**config.mk**
```make
export PLATFORM = sky130hd
export DESIGN_NAME = seq_divider
export DESIGN_NICKNAME = d
export VERILOG_FILES = /design/src/rtl/seq_divider.sv
export SDC_FILE = /design/constraint.sdc
export NUM_CORES = 1
export LEC_CHECK = 0
export ABC_AREA = 1
export CAP_MARGIN = 30
export CORE_MARGIN = 5
export CORE_UTILIZATION = 45
export CTS_CLUSTER_DIAMETER = 120
export DETAILED_ROUTE_END_ITERATION = 8
export GPL_TIMING_DRIVEN = 0
export PLACE_DENSITY_LB_ADDON = 0.25
export SLEW_MARGIN = 5
export SYNTH_ARGS = -nofsm -noshare
export SYNTH_HDL_FRONTEND = slang
export SYNTH_SLANG_ARGS = --single-unit
```
**constraint.sdc**
```tcl
create_clock -name clk -period 1.9 [get_ports clk]
set_clock_uncertainty 0.1 [all_clocks]
set_input_delay 0.38 -clock clk [delete_from_list [all_inputs] [get_ports clk]]
set_output_delay 0.38 -clock clk [all_outputs]
set_load 0.005 [all_outputs]
```
**src/rtl/seq_divider.sv**
```systemverilog
// Iterative radix-2 restoring divider producing one quotient bit per clock, with valid/ready handshakes.
// Define DIV_SIGNED_EN to add two's-complement division selected per operation by signed_op.
module seq_divider #(
  parameter int WIDTH = 8
) (
  input  logic             clk,
  input  logic             rst_n,
  input  logic             in_valid,
  output logic             in_ready,
  input  logic [WIDTH-1:0] dividend,
  input  logic [WIDTH-1:0] divisor,
  input  logic             signed_op,
  output logic             out_valid,
  input  logic             out_ready,
  output logic [WIDTH-1:0] quotient,
  output logic [WIDTH-1:0] remainder,
  output logic             div_by_zero,
  output logic             busy
);

  localparam int CW = $clog2(WIDTH);

  typedef enum logic [1:0] {IDLE, CALC, DONE} state_t;

  state_t           state_q, state_d;
  logic [CW-1:0]    cnt_q, cnt_d;
  logic [WIDTH-1:0] part_q, part_d;
  logic [WIDTH-1:0] qsh_q, qsh_d;
  logic [WIDTH-1:0] dvsr_q, dvsr_d;
  logic [WIDTH-1:0] quo_q, quo_d;
  logic [WIDTH-1:0] rem_q, rem_d;
  logic             dbz_q, dbz_d;
  logic [WIDTH:0]   shifted, trial;
  logic             qbit;
  logic [WIDTH-1:0] op_a, op_b, fin_q, fin_r;

`ifdef DIV_SIGNED_EN
  logic neg_q_q, neg_q_d, neg_r_q, neg_r_d;
`else
  logic unused_signed_op;
  assign unused_signed_op = signed_op;
`endif

  always_ff @(posedge clk or negedge rst_n) begin
    if (!rst_n) begin
      state_q <= IDLE;
      cnt_q   <= '0;
      part_q  <= '0;
      qsh_q   <= '0;
      dvsr_q  <= '0;
      quo_q   <= '0;
      rem_q   <= '0;
      dbz_q   <= 1'b0;
`ifdef DIV_SIGNED_EN
      neg_q_q <= 1'b0;
      neg_r_q <= 1'b0;
`endif
    end else begin
      state_q <= state_d;
      cnt_q   <= cnt_d;
      part_q  <= part_d;
      qsh_q   <= qsh_d;
      dvsr_q  <= dvsr_d;
      quo_q   <= quo_d;
      rem_q   <= rem_d;
      dbz_q   <= dbz_d;
`ifdef DIV_SIGNED_EN
      neg_q_q <= neg_q_d;
      neg_r_q <= neg_r_d;
`endif
    end
  end

  // The dividend is shifted out of qsh_q from the top while quotient bits enter at the bottom.
  always_comb begin
    state_d = state_q;
    cnt_d   = cnt_q;
    part_d  = part_q;
    qsh_d   = qsh_q;
    dvsr_d  = dvsr_q;
    quo_d   = quo_q;
    rem_d   = rem_q;
    dbz_d   = dbz_q;
    op_a    = dividend;
    op_b    = divisor;
    shifted = {part_q, qsh_q[WIDTH-1]};
    trial   = shifted - {1'b0, dvsr_q};
    qbit    = ~trial[WIDTH];
    fin_q   = {qsh_q[WIDTH-2:0], qbit};
    fin_r   = qbit ? trial[WIDTH-1:0] : shifted[WIDTH-1:0];
`ifdef DIV_SIGNED_EN
    neg_q_d = neg_q_q;
    neg_r_d = neg_r_q;
    if (signed_op) begin
      if (dividend[WIDTH-1]) op_a = -dividend;
      if (divisor[WIDTH-1])  op_b = -divisor;
    end
`endif
    case (state_q)
      IDLE: begin
        if (in_valid) begin
          if (divisor == '0) begin
            state_d = DONE;
            quo_d   = '1;
            rem_d   = dividend;
            dbz_d   = 1'b1;
          end else begin
            state_d = CALC;
            cnt_d   = CW'(WIDTH - 1);
            part_d  = '0;
            qsh_d   = op_a;
            dvsr_d  = op_b;
`ifdef DIV_SIGNED_EN
            neg_q_d = signed_op && (dividend[WIDTH-1] ^ divisor[WIDTH-1]);
            neg_r_d = signed_op && dividend[WIDTH-1];
`endif
          end
        end
      end
      CALC: begin
        part_d = fin_r;
        qsh_d  = fin_q;
        cnt_d  = cnt_q - CW'(1);
        if (cnt_q == '0) begin
          state_d = DONE;
          dbz_d   = 1'b0;
          quo_d   = fin_q;
          rem_d   = fin_r;
`ifdef DIV_SIGNED_EN
          // MIN/-1 needs no special case: magnitude quotient MIN stays MIN unnegated.
          if (neg_q_q) quo_d = -fin_q;
          if (neg_r_q) rem_d = -fin_r;
`endif
        end
      end
      DONE: begin
        if (out_ready) state_d = IDLE;
      end
      default: state_d = IDLE;
    endcase
  end

  assign in_ready    = (state_q == IDLE);
  assign busy        = (state_q != IDLE);
  assign out_valid   = (state_q == DONE);
  assign quotient    = quo_q;
  assign remainder   = rem_q;
  assign div_by_zero = dbz_q;

endmodule

```
After elaboration in Yosys (flattened, before gate mapping)
Index checks and enable logic that the tools add are counted.
{"block": "totals", "register_bits": 46, "input_bits": 21, "word_cells": 55}
{"block": "op_classes", "addsub": 2, "n_eq_ne": 7, "n_mux": 27, "n_bitwise": 2, "reduce_logical": 9}
{"cell": "8-bit 2-to-1 mux", "count": 11}
{"cell": "8-bit one-hot mux with 2 select lines", "count": 4}
{"cell": "3-bit AND reduction", "count": 3}
{"cell": "9-bit by 8-bit subtractor with 9-bit output", "count": 1}
{"cell": "8-bit zero test", "count": 1}
{"cell": "2-bit 2-to-1 mux", "count": 4}
{"cell": "3-bit 2-to-1 mux", "count": 2}
{"cell": "2-bit inequality test (second input constant)", "count": 3}
{"cell": "2-bit one-hot mux with 3 select lines", "count": 1}
{"cell": "3-bit one-hot mux with 2 select lines", "count": 1}
{"cell": "2-bit by 1-bit inequality test with 1-bit output (second input constant)", "count": 2}
{"cell": "4-bit AND reduction", "count": 1}
{"cell": "2-bit nonzero test", "count": 2}
{"cell": "3-bit zero test", "count": 1}
{"cell": "1-bit 2-to-1 mux", "count": 3}
{"cell": "3-bit by 1-bit subtractor with 3-bit output (second input constant)", "count": 1}
{"cell": "2-bit by 1-bit equality test with 1-bit output (second input constant)", "count": 1}
{"cell": "2-bit equality test (second input constant)", "count": 1}
{"cell": "2-bit zero test", "count": 1}
{"cell": "1-bit inverter", "count": 2}
{"cell": "1-bit one-hot mux with 2 select lines", "count": 1}

Logic depth before layout (Yosys ltp)
Gate-level depths: netlist of the first run.
{"block": "depth", "word_depth": 4, "mapped_depth": 14, "mapped_depth_nobuf": 14}

Worst setup path after synthesis of the first run
Ideal clock, no wire load.
{"block": "synth_path", "path_kind": "register to register", "from": "reg qsh_q[7]", "to": "reg rem_q[7], in the netlist remainder[7]", "setup_ps": 113, "arrival_ps": 1793, "t_required_ps": 1687, "setup_slack_ps": -105, "stages_incl_launch_ff": 15, "n_path_buf": 0, "synth_period_minus_slack_ps": 2005, "cell_sequence": "dfrtp_1 -> inv_1 -> ha_1 -> inv_1 -> fa_1 -> nand2_1 -> nand2_1 -> nand3_1 -> nand2_1 -> nand2_1 -> nand2_1 -> nand3_1 -> nand3_1 -> nand2_1 -> inv_1"}
{"block": "synth_via", "elab_chain_len": 4}
{"element": "start, declared", "line_no": "28", "source": "logic [WIDTH-1:0] qsh_q, qsh_d;"}
{"element": "start signal, assigned", "line_no": "62", "source": "qsh_q <= qsh_d;"}
{"element": "9-bit by 8-bit subtractor with 9-bit output", "line_no": "87", "source": "trial = shifted - {1'b0, dvsr_q};"}
{"element": "8-bit 2-to-1 mux", "line_no": "90", "source": "fin_r = qbit ? trial[WIDTH-1:0] : shifted[WIDTH-1:0];"}
{"element": "8-bit 2-to-1 mux", "line_no": "124", "source": "if (cnt_q == '0) begin"}
{"element": "8-bit one-hot mux with 2 select lines", "line_no": "99", "source": "case (state_q)"}
{"element": "end signal, assigned", "line_no": "65", "source": "rem_q <= rem_d;"}
{"element": "end, declared", "line_no": "31", "source": "logic [WIDTH-1:0] rem_q, rem_d;"}
Every way passes these cells. The select of a mux whose other input is x is not followed.
A chain may end at the register's enable or synchronous reset.

Worst setup path in the final report of the first run
{"block": "layout_path", "from": "reg qsh_q[7]", "to": "reg rem_q[2], in the netlist remainder[2]"}
The elaborated chain is that of the path after synthesis.

==> results of run 1 <==
==> Yosys cell counts, drive strengths merged <==
cell type | count | area (µm²)
buf | 7 | 43.79
o211ai | 3 | 22.52
ha | 10 | 125.1
xor2 | 2 | 17.52
o31ai | 1 | 7.510
a21oi | 4 | 20.02
nand4 | 3 | 18.77
nand2 | 93 | 349.1
nor2 | 30 | 112.6
a31oi | 3 | 18.77
fa | 1 | 20.02
o221ai | 1 | 8.760
dfrtp | 46 | 1151
o21ai | 18 | 93.84
or2 | 8 | 50.04
nand3 | 41 | 205.2
xnor2 | 1 | 8.760
a22oi | 3 | 22.52
inv | 65 | 244.0
clkbuf | 3 | 11.26
==> worst max-delay path, stage by stage, from the launching register on <==
cell	delay (ns)
dfrtp_1	0.40
inv_2	0.08
ha_4	0.13
inv_4	0.03
fa_2	0.34
nand2_2	0.09
nand2_4	0.06
nand3_4	0.13
nand2_4	0.10
nand2_4	0.12
nand2_4	0.09
nand3_2	0.08
nand3_2	0.09
nand2_1	0.06
inv_1	0.03
==> kinds of logic after synthesis <==
kind of cell	after synthesis	share of synthesized area (%)
compound gates	33	7.602
flops	46	45.12
simple gates	175	28.84
fa+ha+maj	11	5.689
buf+inv	75	11.72
xor+xnor	3	1.030
==> metrics by stage <==
stage	hold slack (ns)	std cells
after floorplan	-0.01559	343
after global placement	0.3686	454
after detailed placement	0.3382	455
after CTS	0.01210	469
after global routing	0.03207	477
final	-0.007641	477
==> sequential cells by signal, indices dropped and copies added (netlist names) <==
signal and flops:
cnt_q 3, dvsr_q 8, div_by_zero 1, part_q 8, state_q 2, qsh_q 8, quotient 8, remainder 8
==> cell type report <==
cell class                      count  area (µm²)  area share, %
Clock inverter                      2       37.54          1.033
Sequential cell                    46        1154          31.75
Tap cell                           72       90.09          2.479
Buffer                             10       58.81          1.618
Inverter                           65       246.5          6.784
Multi-Input combinational cell    224        1464          40.29
Timing Repair Buffer               52       510.5          14.05
Clock buffer                        6       72.57          1.997
==> worst paths after layout <==
path	startpoint	end	slack (ns)	depth (start not counted)
worst min-delay path	rst_n	remainder[5]$_DFFE_PN0P_	-0.008	1
max in group asynchronous	rst_n	state_q[1]$_DFFE_PN0P_	1.17	2
worst max-delay path	qsh_q[7]$_DFFE_PN0P_	remainder[2]$_DFFE_PN0P_	-0.15	14
worst max register to register	qsh_q[7]$_DFFE_PN0P_	remainder[2]$_DFFE_PN0P_	-0.15	14
min in group clk	dvsr_q[7]$_DFFE_PN0P_	dvsr_q[7]$_DFFE_PN0P_	0.39	2
worst min register to register	dvsr_q[7]$_DFFE_PN0P_	dvsr_q[7]$_DFFE_PN0P_	0.39	2
==> repair_timing <==
item                                    in CTS  in global routing
pin swaps                                   15                  9
cloned                                       2                  0
buffers inserted                             4                  8
endpoints found under the setup margin      28                 44
resized for setup                           51                 27
==> routing by layer <==
metal | track usage (%) | wire [µm]
met3 | 4.078 | 343
met5 | 0 | 0
met2 | 29.66 | 3245
met1 | 24.09 | 2965
met4 | 5.180 | 121
==> cell usage in the layout (no fill, tap or decap), types with 11 or more instances in the layout <==
cell type        instances
buf_4                   13
clkdlybuf4s50_1         35
dfrtp_1                 44
inv_1                   60
nand2_1                 86
nand3_1                 11
nand3_2                 23
nor2_1                  27
o21ai_0                 15
==> where the power goes <==
part           internal (µW)  switching [µW]
clock                    393             340
combinational           1840            2510
sequential              1440             316
total                   3670            3160
==> impl_metrics.ini, run 1 <==
[route]
vias = 2447
drc = 0
via_per_inst = 5.130
antenna_left = 0
wl_um = 6676
wl_per_cell_um = 14.00
drt_iter0_markers = 216
first_pass_iters = 4

[sta]
fin_ws_ns = -0.1478
max_freq_ghz = 0.4883
fin_setup_tns_ns = -1.494
setup_viol = 18
tightest_slew_ns = 0.6317
hold_viol_final = 24
rsz0062_at_grt = yes
slew_headroom_pct = 57.89
fin_crit_ns = 2.048
holdWs_ns = -0.007641
slew_viol_final = 0
period_share_pct = 107.8

[cells_and_area]
syn_to_final_growth_pct = 42.42
fin_nets = 436
stdcell_area_um2 = 3633
fillers = 447
utilization_pct = 65.99
drive_above_1_share_pct = 22.22
n_antenna_cell = 0

[logic_synthesis]
syn-cell-area_um2 = 2551
yosys_warnings = 0
avgSynthCellArea_um2 = 7.438
syn_inst = 343
syn-num-nets = 375
synthDistinctLibCells = 26
ys_seq_area_share_pct = 45.12
synth-seq-cells = 46

[grt]
grt_pass1_wl_um = 10520
grt_max_degree = 26
grt_pass1_vias = 2254
overflow = 0
grtUsageTotal_pct = 18.14
antenna_found_initial = 0

[floorplanning]
die_width_um = 85.30
core_area_um2 = 5507
fp.dieArea_um2 = 7275
num_io_pins = 41
initial_core_util_pct = 46.33
die_y_um = 85.30
rows = 27

[clock_network]
htree_levels = 2
holdBufCountCts = 0
root_buffer = clkbuf_8
clock_sink_count = 46
cts_tree = yes
cts_max_path_buffers = 2
clk_latency_ns = 0.30
clkTransAtPathRegs_ns = 0.09
numCtsBuffers = 5

[run]
cap_violations = 0

[setup_path]
endpoint_kind = register
start_kind = register
worstPathArrival_ns = 2.15
cp.required_ns = 2.00
crit_path_max_fanout = 4
criticalPathCategory = reg -> reg

[placed_design]
dpl.hpwl_um = 4463
gp_congestion = 0.8171
port_buffers = 39
placed_cell_area_um2 = 3062
place_ws_ns = -0.3444

[power_and_ir_drop]
power.total_uw = 6837
powerDensity_nw_per_um2 = 1882
power.leakage_uw = 0.001867
peakVddDrop_mv = 0.8685

[worst_hold_path]
min_path_type = in -> async

[outcome]
violations = negative hold slack, negative setup slack
status = finished with violations
No activity file was read; power rests on OpenSTA's default activity.
==> inputs of run 2 (changes only) <==
Settings changed: CAP_MARGIN 30 to 20, TNS_END_PERCENT from default to 1.
==> impl_metrics.ini, run 2 (same netlist as run 1, synthesis figures left out) <==
[power_and_ir_drop]
power.leakage_uw = 0.001809
peakVddDrop_mv = 0.8546
powerDensity_nw_per_um2 = 1895
power.total_uw = 6816

[floorplanning]
fp.dieArea_um2 = 7275
core_area_um2 = 5507
die_y_um = 85.30
initial_core_util_pct = 46.33
die_width_um = 85.30
num_io_pins = 41
rows = 27

[grt]
overflow = 0
grt_max_degree = 26
grt_pass1_wl_um = 10480
grtUsageTotal_pct = 18.05
grt_pass1_vias = 2255
antenna_found_initial = 0

[setup_path]
cp.required_ns = 2.00
crit_path_max_fanout = 5
endpoint_kind = register
cp_cell_sequence = inv_2 -> ha_4 -> inv_4 -> fa_2 -> nand2_2 -> nand2_4 -> nand3_4 -> nand2_4 -> nand2_8 -> nand2_8 -> nand3_2 -> nand3_2 -> nand2_1 -> inv_1
path_delay_family = simple AND/OR/NAND/NOR gates
start_kind = register
crit_slowest_cell = dfrtp_1
cp_num_buf_inv = 3
max_stage_delay_ns = 0.40
worstPathArrival_ns = 2.16
criticalPathCategory = reg -> reg

[cells_and_area]
n_antenna_cell = 0
layout_commonest_cell = nand2_1
final_cell_mix = 85 x nand2_1, 60 x inv_1, 45 x dfrtp_1
syn_to_final_growth_pct = 40.95
fin_nets = 432
utilization_pct = 65.30
seq_area_um2 = 1152
multi_input_area_um2 = 1470
drive_above_1_share_pct = 20.70
fillers = 459

[clock_network]
holdBufCountCts = 0
clk_latency_ns = 0.30
cts_tree = yes
cts_max_path_buffers = 2
root_buffer = clkbuf_8
htree_levels = 2
numCtsBuffers = 5
clkTransAtPathRegs_ns = 0.09
clock_sink_count = 46

[sta]
rsz0062_at_grt = yes
tightest_slew_ns = 0.6397
max_freq_ghz = 0.4856
hold_viol_final = 12
fin_crit_ns = 2.059
slew_viol_final = 0
setup_viol = 19
period_share_pct = 108.4
fin_setup_tns_ns = -1.624
fin_ws_ns = -0.1593
slew_headroom_pct = 57.35
holdWs_ns = -0.004213

[route]
antenna_left = 0
via_per_inst = 5.171
wl_per_cell_um = 14.22
vias = 2446
wl_um = 6727
drc = 0
drt_iter0_markers = 190
first_pass_iters = 7

[worst_hold_path]
min_path_type = in -> async

[run]
cap_violations = 0

[placed_design]
place_ws_ns = -0.3444
port_buffers = 39
gp_congestion = 0.8171
dpl.hpwl_um = 4463

[outcome]
violations = negative hold slack, negative setup slack
status = finished with violations
[run 2: final cells by class]
| type | instances | area share (%) |
|---|---|---|
| multi-input cells | 224 | 40.88 |
| flip-flops and latches | 46 | 32.05 |
| repair buffers | 48 | 13.08 |
| inverters | 65 | 6.855 |
| well taps | 72 | 2.505 |
| clock buffers | 6 | 2.018 |
| plain buffers | 10 | 1.566 |
| clock inverters | 2 | 1.044 |
[run 2: worst paths after layout]
check / cells past startpoint / slack (ns) / to / start
min reg2reg: 2 / 0.39 / dvsr_q[7]$_DFFE_PN0P_ / dvsr_q[7]$_DFFE_PN0P_
min in group clk: 2 / 0.39 / dvsr_q[7]$_DFFE_PN0P_ / dvsr_q[7]$_DFFE_PN0P_
max in group asynchronous: 2 / 1.16 / state_q[0]$_DFFE_PN0P_ / rst_n
min: 1 / -0.004 / remainder[5]$_DFFE_PN0P_ / rst_n
max: 14 / -0.16 / remainder[4]$_DFFE_PN0P_ / qsh_q[7]$_DFFE_PN0P_
max reg2reg: 14 / -0.16 / remainder[4]$_DFFE_PN0P_ / qsh_q[7]$_DFFE_PN0P_
[run 2: repair_timing]
item | 4_1_cts | 5_1_grt
gates resized for setup | 51 | 22
pin swaps | 16 | 11
setup endpoints to repair | 28 | 43
cloned | 2 | 0
setup buffers | 3 | 5
[run 2: report_power, final]
part / internal [µW] / switching (µW)
Clock: 393 / 338
Sequential: 1440 / 326
Combinational: 1780 / 2540
[run 2: per-stage QoR]
step	cells	area, µm²
finish	473	3596
global route	473	3596
CTS	468	3425
detailed placement	455	3062
global placement	454	3039
floorplan	343	2559
[run 2: layer usage]
metal | vias up | routed length (µm) | GRT usage [%]
met4 | 0 | 213 | 5.180
met3 | 20 | 436 | 4.175
met5 | - | 0 | 0
met1 | 1152 | 2925 | 24.02
li1 | 1190 | - | -
met2 | 84 | 3151 | 29.38
==> inputs of run 3 (changes only) <==
Settings changed: CTS_CLUSTER_DIAMETER 120 to 60, CTS_CLUSTER_SIZE from default to 10.
Clock period 1.9 ns to 2.5 ns, I/O delays scaled along.
==> impl_metrics.ini, run 3 (same netlist as run 1, synthesis figures left out) <==
[sta]
slew_viol_final = 0
setup_viol = 0
max_freq_ghz = 0.4406
tightest_slew_ns = 0.5012
fin_crit_ns = 2.269
rsz0062_at_grt = no
hold_viol_final = 0
slew_headroom_pct = 66.58
period_share_pct = 90.78

[placed_design]
port_buffers = 39
gp_congestion = 0.8286
dp.cells = 455
dpl.hpwl_um = 4423
placed_cell_area_um2 = 3047

[power_and_ir_drop]
power.leakage_uw = 0.001677
powerDensity_nw_per_um2 = 1342
power.total_uw = 4218
peakVddDrop_mv = 0.6129

[cells_and_area]
drive_above_1_share_pct = 6.650
layout_commonest_cell = nand2_1
stdcell_area_um2 = 3143
n_antenna_cell = 0
final_cell_mix = 91 x nand2_1, 63 x inv_1, 46 x dfrtp_1
fin_nets = 422
utilization_pct = 57.08
fillers = 523
instances_no_fill = 463
syn_to_final_growth_pct = 23.20

[grt]
grtUsageTotal_pct = 16.54
antenna_found_initial = 0
grt_max_degree = 31
overflow = 0
grt_pass1_wl_um = 9735
grt_pass1_vias = 2189

[clock_network]
htree_levels = 2
cts_tree = yes
cts_max_path_buffers = 2
clk_latency_ns = 0.31
clock_sink_count = 46
post_cts_buffers = 0
root_buffer = clkbuf_8
clkTransAtPathRegs_ns = 0.09
holdBufCountCts = 0
cts.repair.resized = 0
numCtsBuffers = 5

[route]
antenna_left = 0
wl_um = 5804
via_per_inst = 4.890
vias = 2264
drc = 0
first_pass_iters = 4
drt_iter0_markers = 165
wl_per_cell_um = 12.54

[outcome]
status = finished clean

[floorplanning]
rows = 27
num_io_pins = 41
fp.dieArea_um2 = 7275
die_width_um = 85.30
core_area_um2 = 5507
initial_core_util_pct = 46.33
die_y_um = 85.30

[setup_path]
crit_path_max_fanout = 9
worstPathArrival_ns = 2.37
endpoint_kind = register
worst-r2r-cell-count = 14
criticalPathCategory = reg -> reg
worstReg2RegStart = qsh_q[7]$_DFFE_PN0P_
cp-endpoint = remainder[1]$_DFFE_PN0P_
r2r_slack_ns = 0.23
timing.rr.end = remainder[1]$_DFFE_PN0P_
startpoint = qsh_q[7]$_DFFE_PN0P_
start_kind = register
cp.required_ns = 2.60

[run]
cap_violations = 0

[worst_hold_path]
min_path_type = in -> async
-- run 3: cell count changes in the layout (fill, tap and decap cells not counted), moves of 4 or more --
cell,delta
buf_4,-8
nand2_1,+6
nand2_4,-4
nand2_8,-4
nand3_1,+28
nand3_2,-21
nand3_4,-7
-- run 3: how the worst min path moves through the flow --
stage,end,from,cells after the start
6_report,remainder[5]$_DFFE_PN0P_,rst_n,1
5_1_grt,remainder[5]$_DFFE_PN0P_,rst_n,1
4_1_cts,remainder[5]$_DFFE_PN0P_,rst_n,1
3_5_place_dp,remainder[7]$_DFFE_PN0P_,rst_n,1
3_3_place_gp,dvsr_q[6]$_DFFE_PN0P_,dvsr_q[6]$_DFFE_PN0P_,2
2_1_floorplan,cnt_q[0]$_DFFE_PN0P_,rst_n,0
-- run 3: stage by stage --
stage | hold slack, ns | setup slack, ns | setup TNS [ns]
after floorplan | 0.1044 | 0.4947 | 0
after global placement | 0.3687 | -0.5097 | -23.34
after detailed placement | 0.3442 | 0.1523 | 0
after CTS | 0.02437 | 0.1225 | 0
after global routing | 0.04609 | 0.001513 | 0
final | 0.01984 | 0.2305 | 0
-- run 3: critical path: stages, from the launching register on --
cell and delay, ns:
dfrtp_1 0.39, inv_1 0.09, ha_1 0.14, inv_1 0.07, fa_1 0.40, nand2_1 0.08
nand2_1 0.09, nand3_1 0.14, nand2_1 0.08, nand2_1 0.08, nand2_2 0.13, nand3_1 0.12
nand3_1 0.12, nand2_1 0.08, inv_1 0.03
-- run 3: per-layer routing --
layer | share of wire [%] | GRT usage [%] | routed length (µm)
met2 | 46 | 27.19 | 2654
met3 | 5.5 | 2.816 | 321
met4 | 0.83 | 4.892 | 48
met1 | 48 | 22.32 | 2779
met5 | 0 | 0 | 0
-- run 3: layout make-up --
type | instances | area (µm²) | share of cell area [%]
clock inverter | 2 | 13.76 | 0.4379
buffer | 10 | 55.05 | 1.752
tap | 72 | 90.09 | 2.866
inverter | 65 | 244.0 | 7.763
timing repair buffer | 40 | 405.4 | 12.90
clock buffer | 6 | 72.57 | 2.309
multi-input combinational | 222 | 1111 | 35.35
sequential | 46 | 1151 | 36.62
-- run 3: power by group --
group          internal, µW  leakage, µW  switching [µW]
Combinational          1030      0.00108            1420
Sequential             1090     0.000548             216
Clock                   198    0.0000452             255
Total                  2320      0.00168            1890
